<file path="config.mk">
export PLATFORM = sky130hd
export DESIGN_NAME = string_fifo_scan_avalon_flat
export DESIGN_NICKNAME = d
export VERILOG_FILES = /design/src/rtl/string_fifo_scan_avalon_if.sv /design/src/rtl/string_fifo_scan_avalon.sv /design/src/flat_wrapper.sv
export SDC_FILE = /design/constraint.sdc
export NUM_CORES = 1
export LEC_CHECK = 0
export CORE_MARGIN = 2
export CORE_UTILIZATION = 56
export CTS_BUF_LIST = sky130_fd_sc_hd__clkbuf_16
export DETAILED_ROUTE_END_ITERATION = 7
export PLACE_DENSITY = 0.85
export SYNTH_ARGS = -nofsm -noshare
export SYNTH_HDL_FRONTEND = slang
export SYNTH_SLANG_ARGS = --single-unit
</file>
<file path="constraint.sdc">
create_clock -name clk -period 5.2 [get_ports clk]
set_input_delay 1.3 -clock clk [delete_from_list [all_inputs] [get_ports clk]]
set_output_delay 1.3 -clock clk [all_outputs]
set_load 0.02 [all_outputs]
</file>
<file path="src/rtl/string_fifo_scan_avalon_if.sv">
// Avalon-MM slave bus bundle for the string FIFO accelerator.
interface string_fifo_scan_avalon_if;
  logic [31:0] writedata;
  logic [2:0]  address;
  logic [31:0] readdata;
  logic        write;
  logic        read;
  logic        chipselect;

  modport master (output writedata, address, write, read, chipselect, input readdata);
  modport slave  (input writedata, address, write, read, chipselect, output readdata);
endinterface

</file>
<file path="src/rtl/string_fifo_scan_avalon.sv">
// Avalon-MM string FIFO with non-destructive NUL/key scan engine.
// Optional STRFIFO_CASEFOLD_EN: CONTROL[3] stores a case-insensitive KEY compare mode.
module string_fifo_scan_avalon #(
  parameter int unsigned DEPTH = 16,
  parameter int unsigned AW    = $clog2(DEPTH)
) (
  input logic                      clk,
  input logic                      reset,
  string_fifo_scan_avalon_if.slave bus
);
  typedef enum logic [1:0] {S_IDLE, S_SCAN, S_DONE} state_t;

  state_t        state_q, state_d;
  logic [31:0]   mem_q [DEPTH];
  logic [AW-1:0] rd_ptr_q, rd_ptr_d, wr_ptr_q, wr_ptr_d, scan_addr;
  logic [AW:0]   count_q, count_d, idx_q, idx_d;
  logic [31:0]   readdata_q, readdata_d, result_q, result_d, strlen_q, strlen_d;
  logic [31:0]   status, scan_word, base;
  logic [7:0]    key_q, key_d, ch;
  logic          ovf_q, ovf_d, udf_q, udf_d, berr_q, berr_d, match_q, match_d;
  logic          cf_q, cf_d;
  logic          wr_acc, rd_acc, busy, empty, full, push, nul_hit, hit_found;

  function automatic logic [7:0] fold(input logic [7:0] c);
    return (c >= 8'h41 && c <= 8'h5A) ? (c | 8'h20) : c;
  endfunction

  function automatic logic key_eq(input logic [7:0] c, input logic [7:0] k, input logic cf);
    return cf ? (fold(c) == fold(k)) : (c == k);
  endfunction

  assign wr_acc    = bus.chipselect & bus.write;
  assign rd_acc    = bus.chipselect & bus.read;
  assign busy      = (state_q != S_IDLE);
  assign empty     = (count_q == '0);
  assign full      = count_q[AW];
  assign scan_addr = rd_ptr_q + idx_q[AW-1:0];
  assign scan_word = mem_q[scan_addr];
  assign base      = 32'(idx_q) << 2;
  assign bus.readdata = readdata_q;

  always_comb begin
    status = '0;
    status[0] = empty;
    status[1] = full;
    status[2] = ovf_q;
    status[3] = udf_q;
    status[4] = busy;
    status[5] = match_q;
    status[6] = berr_q;
    status[7] = cf_q;
    status[16+AW:16] = count_q;
  end

  always_comb begin
    state_d = state_q;   rd_ptr_d = rd_ptr_q;   wr_ptr_d = wr_ptr_q;
    count_d = count_q;   idx_d = idx_q;         readdata_d = readdata_q;
    result_d = result_q; strlen_d = strlen_q;   key_d = key_q;
    ovf_d = ovf_q;       udf_d = udf_q;         berr_d = berr_q;
    match_d = match_q;   cf_d = cf_q;           push = 1'b0;
    nul_hit = 1'b0;      hit_found = match_q;   ch = '0;

    unique case (state_q)
      S_SCAN: begin
        // Key test precedes the NUL test so KEY=0x00 hits the terminator itself.
        for (int unsigned b = 0; b < 4; b++) begin
          ch = 8'(scan_word >> (8 * (3 - b)));
          if (!nul_hit) begin
            if (!hit_found && key_eq(ch, key_q, cf_q)) begin
              hit_found = 1'b1;
              match_d   = 1'b1;
              result_d  = base + b;
            end
            if (ch == 8'h00) begin
              nul_hit  = 1'b1;
              strlen_d = base + b;
            end
          end
        end
        idx_d = idx_q + 1'b1;
        if (nul_hit) begin
          state_d = S_DONE;
        end else if (idx_q + 1'b1 == count_q) begin
          state_d  = S_DONE;
          strlen_d = 32'(count_q) << 2;
        end
      end
      S_DONE:  state_d = S_IDLE;
      default: ;
    endcase

    if (wr_acc) begin
      unique case (bus.address)
        3'd0: begin
          if (busy) berr_d = 1'b1;
          else if (full) ovf_d = 1'b1;
          else begin
            push     = 1'b1;
            wr_ptr_d = wr_ptr_q + 1'b1;
            count_d  = count_q + 1'b1;
          end
        end
        3'd2: begin
          if (bus.writedata[1] && !busy) begin
            match_d  = 1'b0;
            result_d = '1;
            idx_d    = '0;
            if (empty) begin
              state_d  = S_DONE;
              strlen_d = '0;
            end else begin
              state_d = S_SCAN;
            end
          end
          if (bus.writedata[2]) begin
            ovf_d  = 1'b0;
            udf_d  = 1'b0;
            berr_d = 1'b0;
          end
`ifdef STRFIFO_CASEFOLD_EN
          cf_d = bus.writedata[3];
`endif
          // Clear is applied last so it overrides both a concurrent start and scan progress.
          if (bus.writedata[0]) begin
            rd_ptr_d = '0;
            wr_ptr_d = '0;
            count_d  = '0;
            idx_d    = '0;
            state_d  = S_IDLE;
            result_d = '1;
            strlen_d = '0;
            match_d  = 1'b0;
          end
        end
        3'd3:    key_d = bus.writedata[7:0];
        default: ;
      endcase
    end else if (rd_acc) begin
      unique case (bus.address)
        3'd0: begin
          readdata_d = '0;
          if (busy) berr_d = 1'b1;
          else if (empty) udf_d = 1'b1;
          else begin
            readdata_d = mem_q[rd_ptr_q];
            rd_ptr_d   = rd_ptr_q + 1'b1;
            count_d    = count_q - 1'b1;
          end
        end
        3'd1:    readdata_d = status;
        3'd3:    readdata_d = {24'h0, key_q};
        3'd4:    readdata_d = result_q;
        3'd5:    readdata_d = strlen_q;
        default: readdata_d = '0;
      endcase
    end

    if (wr_acc && rd_acc) readdata_d = '0;
  end

  always_ff @(posedge clk) begin
    if (reset) begin
      state_q <= S_IDLE;  rd_ptr_q <= '0;   wr_ptr_q <= '0;
      count_q <= '0;      idx_q <= '0;      readdata_q <= '0;
      result_q <= '1;     strlen_q <= '0;   key_q <= '0;
      ovf_q <= 1'b0;      udf_q <= 1'b0;    berr_q <= 1'b0;
      match_q <= 1'b0;    cf_q <= 1'b0;
    end else begin
      state_q <= state_d;   rd_ptr_q <= rd_ptr_d; wr_ptr_q <= wr_ptr_d;
      count_q <= count_d;   idx_q <= idx_d;       readdata_q <= readdata_d;
      result_q <= result_d; strlen_q <= strlen_d; key_q <= key_d;
      ovf_q <= ovf_d;       udf_q <= udf_d;       berr_q <= berr_d;
      match_q <= match_d;   cf_q <= cf_d;
    end
  end

  always_ff @(posedge clk) begin
    if (push && !reset) mem_q[wr_ptr_q] <= bus.writedata;
  end
endmodule

</file>
<file path="src/flat_wrapper.sv">
// flat-port wrapper written by rule: the top's interface ports become plain ports
module string_fifo_scan_avalon_flat 
#(
  parameter int unsigned DEPTH = 16,
  parameter int unsigned AW    = $clog2(DEPTH)
)
  (clk, reset, bus_writedata, bus_address, bus_write, bus_read, bus_chipselect, bus_readdata);
  string_fifo_scan_avalon_if bus_i ();
  input logic clk;
  input logic reset;
  input wire logic [$bits(bus_i.writedata)-1:0] bus_writedata;
  input wire logic [$bits(bus_i.address)-1:0] bus_address;
  input wire logic [$bits(bus_i.write)-1:0] bus_write;
  input wire logic [$bits(bus_i.read)-1:0] bus_read;
  input wire logic [$bits(bus_i.chipselect)-1:0] bus_chipselect;
  output wire logic [$bits(bus_i.readdata)-1:0] bus_readdata;
  assign bus_i.writedata = bus_writedata;
  assign bus_i.address = bus_address;
  assign bus_i.write = bus_write;
  assign bus_i.read = bus_read;
  assign bus_i.chipselect = bus_chipselect;
  assign bus_readdata = bus_i.readdata;
  string_fifo_scan_avalon #(.DEPTH(DEPTH), .AW(AW)) u_core (.clk(clk), .reset(reset), .bus(bus_i));
endmodule
</file>
* Word-level counts from Yosys, hierarchy flattened
Memory sizes are Yosys's and may differ from the RTL's. A register that Yosys moved wholly into a read port is not among the register bits. Index checks and enable logic that the tools add are counted.
Storage, ports and cells: latch bits 0, memory bits (writable) 512, output and inout bits 32, ROM bits 0, input bits 40, bits in registers 128, memories kept 1
Memory list:
- u_core.mem_q | depth 16, bits a word 32, read ports 2, clocked after memory_dff 1, wr ports 1, line string_fifo_scan_avalon.sv:14 | logic [31:0] mem_q [DEPTH];
Operators by class: add/subtract/negate cells 9, multipliers 0, div/mod/pow operators 0, bitwise gates (word level) 3, $lt $le $gt $ge 0, shifts and indexed selects 0, reduce and logical (&&, ||, !) cells 34, multiplexer cells 115, equal/unequal tests 25
Operators by type and width (number):
- $mux 32 | 31
- $pmux 32 s5 | 1
- $mux 5 | 13
- $mux 1 | 47
- $mux 4 | 11
- $eq 8x8->1 | 4
- $logic_not 8->1 | 4
- $add 7x2->8 const B | 2
- $mux 2 | 7
- $ne 2x2->1 const B | 7
- $reduce_and 6->1 | 2
- $add 5x1->5 const B | 2
- $pmux 5 s2 | 1
- $reduce_and 5->1 | 2
- $reduce_bool 2->1 | 5
- $ne 3x3->1 const B | 3
- $add 4x1->4 const B | 2
- $add 7x1->8 const B | 1
- $pmux 4 s2 | 1
- $reduce_and 8->1 | 1
- $logic_and 1x1->1 | 7
- $reduce_and 7->1 | 1
- $eq 3x2->1 const B | 2
- $eq 3x3->1 const B | 2
- 17 further kinds | 27

* Logic depth before layout (Yosys ltp)
An unclocked memory read counts as a cell.
depth in word-level cells 25, depth in mapped cells 22, mapped depth without buffers 12

* Worst setup path before layout
Ideal clock, no wire load.
path type input -> register, start point input bus_address[0], end point memory u_core.mem_q[0][0], enable pin, required time 4739 ps, arrival time 4626 ps, cell stages on the path 5, path slack 113 ps, path through nor2_1 > nand2_1 > nor4_1 > nand2_1 > nor3_1
On the way: cells in the longest elaborated chain, start to end 6
Ends and longest elaborated chain:
- start, declared | line flat_wrapper.sv:12 | input wire logic [$bits(bus_i.address)-1:0] bus_address;
- $logic_not 3->1 | line string_fifo_scan_avalon.sv:93 | unique case (bus.address)
- $mux 1 | line string_fifo_scan_avalon.sv:93
- $mux 1 | line string_fifo_scan_avalon.sv:92 | if (wr_acc) begin
- $logic_and 1x1->1 | line string_fifo_scan_avalon.sv:178 | if (push && !reset) mem_q[wr_ptr_q] <= bus.writedata;
- $mux 1 | line string_fifo_scan_avalon.sv:178
- $mux 1 (not written as such) | line string_fifo_scan_avalon.sv:178
- end, declared | line string_fifo_scan_avalon.sv:14
No other way between the ends.

* Worst setup path in the final report
start point register u_core.rd_ptr_q[0], end point register u_core.strlen_q[28]
On the way: cells in the longest elaborated chain, start to end 19, elaborated cells between the ends (all ways) 33
Ends and longest elaborated chain:
- start, declared | line string_fifo_scan_avalon.sv:15 | logic [AW-1:0] rd_ptr_q, rd_ptr_d, wr_ptr_q, wr_ptr_d, scan_addr;
- start signal, assigned | line string_fifo_scan_avalon.sv:169 | state_q <= state_d; rd_ptr_q <= rd_ptr_d; wr_ptr_q <= wr_ptr_d;
- $add 4x4->4 (*) | line string_fifo_scan_avalon.sv:37 | assign scan_addr = rd_ptr_q + idx_q[AW-1:0];
- $mem_v2 16x32 (*)
- $logic_not 8->1 | line string_fifo_scan_avalon.sv:74 | if (ch == 8'h00) begin
- $mux 32 / $mux 1 (equally long branches) | line string_fifo_scan_avalon.sv:74
- $mux 32 / $mux 1 (equally long branches) | line string_fifo_scan_avalon.sv:74, string_fifo_scan_avalon.sv:63
- $mux 32 | line string_fifo_scan_avalon.sv:68 | if (!nul_hit) begin
- $mux 32 | line string_fifo_scan_avalon.sv:63 | unique case (state_q)
- $mux 32 | line string_fifo_scan_avalon.sv:74
- [3 not listed]
- $mux 32 | line string_fifo_scan_avalon.sv:83 | end else if (idx_q + 1'b1 == count_q) begin
- $mux 32 (*) | line string_fifo_scan_avalon.sv:81 | if (nul_hit) begin
- $mux 32 (*) | line string_fifo_scan_avalon.sv:63
- $mux 32 | line string_fifo_scan_avalon.sv:108 | if (empty) begin
- $mux 32 | line string_fifo_scan_avalon.sv:104 | if (bus.writedata[1] && !busy) begin
- $mux 32 | line string_fifo_scan_avalon.sv:124 | if (bus.writedata[0]) begin
- $mux 32 | line string_fifo_scan_avalon.sv:93
- $mux 32 (*) | line string_fifo_scan_avalon.sv:92
- end signal, assigned | line string_fifo_scan_avalon.sv:171 | result_q <= result_d; strlen_q <= strlen_d; key_q <= key_d;
- end, declared | line string_fifo_scan_avalon.sv:17 | logic [31:0] readdata_q, readdata_d, result_q, result_d, strlen_q, strlen_d;
Every way passes the cells marked *; elsewhere a longest branch is shown, timed or not. The select of a mux whose other input is x is not followed. A chain may end at the register's enable or synchronous reset.

==> key figures <==
Outcome
  – Outcome: complete, no violations

Clocking
  – Root Buffer: clkbuf_16
  – Inserted Clock Buffers: 68
  – H-Tree Level Count: 3
  – Clock sink count: around 640
  – Clock Latency Late Sink: 0.63 ns
  – CTS tree: built
  – Post-CTS Setup Repair Bufs: 0
  – Cts repair resizes: 0
  – Max clock buf depth: 3
  – Clock-pin slew on the worst setup and hold paths: 0.06 ns
  – Hold Buf Count CTS: 0

Detailed routing
  – DRC viols: 0
  – Pre-antenna DRT Iters: 6
  – Post-detailed-routing wire length: 85,600 um
  – Routed Antenna Nets: 0
  – Avg WL per Cell: between 30 and 40 um
  – Avg Vias per Cell: a little over 7
  – DRT iter0 DRCs: 3,157
  – Vias: 19,900

Run
  – # Max-Cap Violations: 0

Logic synthesis
  – Warnings from Yosys: 0
  – Part of the Yosys area used for sequential elements: 0.587
  – Mapped Cells: just under 2,000
  – Synth cell types: 76
  – Synthesized cell area: 30,700 um2
  – Syn nets: between 1,500 and 2,000
  – Average size of a mapped cell: ~16 um2
  – Post-synth EDFFs: approximately 510
  – Most used DFF post-synth: edfxtp_1
  – Yosys reg bits: 644
  – Async S/R FF share, synth: 0

Finish
  – Post-Layout Cell Count: about 2,800
  – Most frequent cells in the layout: edfxtp_1, mux4_2, nor2_1
  – Area grow syn2layout: 12.7%
  – Fillcell total: 3,498
  – Commonest non-fill, non-tap cell in the layout: edfxtp_1
  – Post-route cell area: 34,600 um2
  – Share of cells above drive strength 1: 0.257
  – NumNets Final: 2,064

Pwr
  – Sequential power share: 0.510
  – Switch share: 0.220
  – Clk network pwr share: 0.435
  – Leakage power: 10.8 nW
  – Worst VDD drop: 0.225 mV
  – Power Density: 317 nW/um2
  – Comb power frac: 0.055
  – Internal power: approximately 0.0085 W
  – Net switching power: 0.00241 W

Die
  – Die width: ~240 um
  – Cell Rows: 85
  – Core area: roughly 54,000 um2
  – Die area: 56,700 um2
  – Die H: ~240 um
  – Io pins: 72
  – Initial Utilization: 0.568

Critical path
  – Crit Path Max Fanout: 32
  – Worst endpoint required time: between 5 and 6 ns
  – Crit path DAT: 5.53 ns
  – Reg-to-Reg End: u_core.strlen_q[28]$_SDFF_PP0_
  – Startpoint Class: register
  – Reg2reg setup slack: around 0.23 ns
  – Reg2reg path depth: 13
  – Crit path capture type: register
  – Reg2Reg Launch Point: u_core.rd_ptr_q[0]$_SDFFE_PP0P_
  – Crit path kind: register to register

Min path
  – Worst hold endpoint: u_core.result_q[29]$_SDFF_PP1_
  – Worst Hold Depth: 1
  – Hold path start: u_core.result_q[29]$_SDFF_PP1_
  – HP Class: register to register

STA
  – Period Utilization, post-route: 0.955
  – Final WS setup: 0.232 ns
  – Clock Skews: 0.0306 ns
  – Final Setup Violations: 0
  – RSZ-0062 raised after global routing: no
  – Post-Route Setup TNS: 0 ns
  – Minimum clock period: 4.97 ns
  – Worst-Margin Slew: 1.13 ns
  – Fmax: 201 MHz
  – Slew headroom: 0.247
  – Final slew viol count: 0
  – Fin. Hold Viols: 0
  – Hold WS: 0.455 ns

Place
  – Placed Cells: ~2,600
  – Pre-CTS setup slack: between 0.4 and 0.5 ns
  – GPL Wtd Cong: between 0.9 and 1
  – Input/output buffers: 71
  – Placed cell areas: approximately 32,000 um2
  – Final HPWL DP: 52,900 um

GRT
  – Met3 GRT Util: 0.0965
  – Met2 usage: 0.484
  – GRT Residual Overflow: 0
  – Met1 GRT Util: 0.388
  – Largest net degree at the start of global routing: between 60 and 70
  – Vias in the first global route: 19,900
  – GRT busiest layer: met2
  – First-pass GRT wire length: between 100,000 and 150,000 um
  – GRT Util Overall: 0.307
  – Initial antenna violation count: 7
cell usage after synthesis (13+ instances only):
master    instances  area share
edfxtp_1        512        0.50
mux4_2          263        0.19
nor2_1          155       0.019
dfxtp_1         132       0.086
mux2i_1         102       0.033
nand2_1          89       0.011
a21oi_1          81       0.013
clkbuf_1         66      0.0081
nand3_1          39      0.0064
a21o_1           31      0.0076
nor3_1           31      0.0051
xor2_1           29      0.0083
buf_1            25      0.0031
mux2_2           25      0.0092
o21ai_0          24      0.0039
buf_6            22      0.0081
xnor2_1          22      0.0063
a222oi_1         21      0.0068
nand4_1          21      0.0043
and2_4           20      0.0057
a22oi_1          19      0.0046
buf_2            13      0.0021
ha_1             13      0.0053
through the flow:
stage / power (W) / util
2_1_floorplan: 0.00607 / -
3_3_place_gp: 0.00626 / 0.600
3_5_place_dp: 0.00628 / 0.600
4_1_cts: 0.0110 / 0.640
5_1_grt: 0.0112 / 0.640
6_report: 0.0109 / 0.640
state kept, by name, indices dropped and copies added, names as in the netlist, named ones only:
signal               count
u_core.mem_q           512
u_core.bus.readdata     32
u_core.result_q         32
u_core.strlen_q         32
u_core.key_q             8
u_core.count_q           5
u_core.idx_q             5
u_core.rd_ptr_q          4
u_core.wr_ptr_q          4
u_core.state_q           2
u_core.berr_q            1
u_core.match_q           1
u_core.ovf_q             1
u_core.udf_q             1
layer usage:
layer | vias to the layer above | wire (um)
met5 | - | 176
met4 | 10 | 4450
met3 | 359 | 11100
met2 | 1580 | 40400
met1 | 9964 | 29500
li1 | 7958 | -
worst max path at each step:
stage	start	endpoint	slack [ns]	depth (start not counted)
2_1_floorplan	bus_address[0]	u_core.mem_q[0][0]$_DFFE_PP_	0.11	5
3_3_place_gp	u_core.rd_ptr_q[0]$_SDFFE_PP0P_	u_core.strlen_q[0]$_SDFF_PP0_	0.47	13
3_5_place_dp	u_core.rd_ptr_q[0]$_SDFFE_PP0P_	u_core.strlen_q[28]$_SDFF_PP0_	0.42	13
4_1_cts	u_core.rd_ptr_q[0]$_SDFFE_PP0P_	u_core.strlen_q[28]$_SDFF_PP0_	0.34	13
5_1_grt	u_core.rd_ptr_q[0]$_SDFFE_PP0P_	u_core.strlen_q[12]$_SDFF_PP0_	0.07	13
6_report	u_core.rd_ptr_q[0]$_SDFFE_PP0P_	u_core.strlen_q[28]$_SDFF_PP0_	0.23	13
final cells by class:
| class | count | area [um2] | share of cell area |
|---|---|---|---|
| tap | 696 | 871 | 0.0252 |
| clock buffer | 72 | 1800 | 0.0521 |
| antenna | 2 | 5.00 | 0.000145 |
| clock inverter | 50 | 383 | 0.0111 |
| sequential | 644 | 18000 | 0.521 |
| inverter | 13 | 48.8 | 0.00141 |
| multi-input combinational | 1130 | 11900 | 0.343 |
| timing repair buffer | 153 | 1580 | 0.0456 |
critical path, cell delays in order (launching register included):
cell and delay (ns):
dfxtp_1 0.39, ha_4 0.21, fa_4 1.03, buf_12 0.31, buf_12 0.28, mux2i_1 0.14
mux4_2 0.53, nand4_1 0.19, a21oi_1 0.09, o22ai_2 0.47, nand4_1 0.23, and2_1 0.30
nor2_4 0.45, and2_4 0.23
logic make-up after synthesis:
group	share of synthesized area
AOI/OAI and AO/OA	0.0563
xor gates and xnor gates	0.0156
adders and majority gates	0.00595
buffers and inverters	0.0316
DFF	0.587
muxes	0.239
and+or+nand+nor	0.0646
power by group through the flow:
stage,clock network [W],logic [W],registers [W]
after floorplan,0,0.000392,0.00568
after global placement,0,0.000566,0.00569
after detailed placement,0,0.000583,0.00570
after CTS,0.00479,0.000591,0.00559
after global routing,0.00498,0.000635,0.00559
final,0.00476,0.000601,0.00559
No activity file was read; power rests on OpenSTA's default activity.
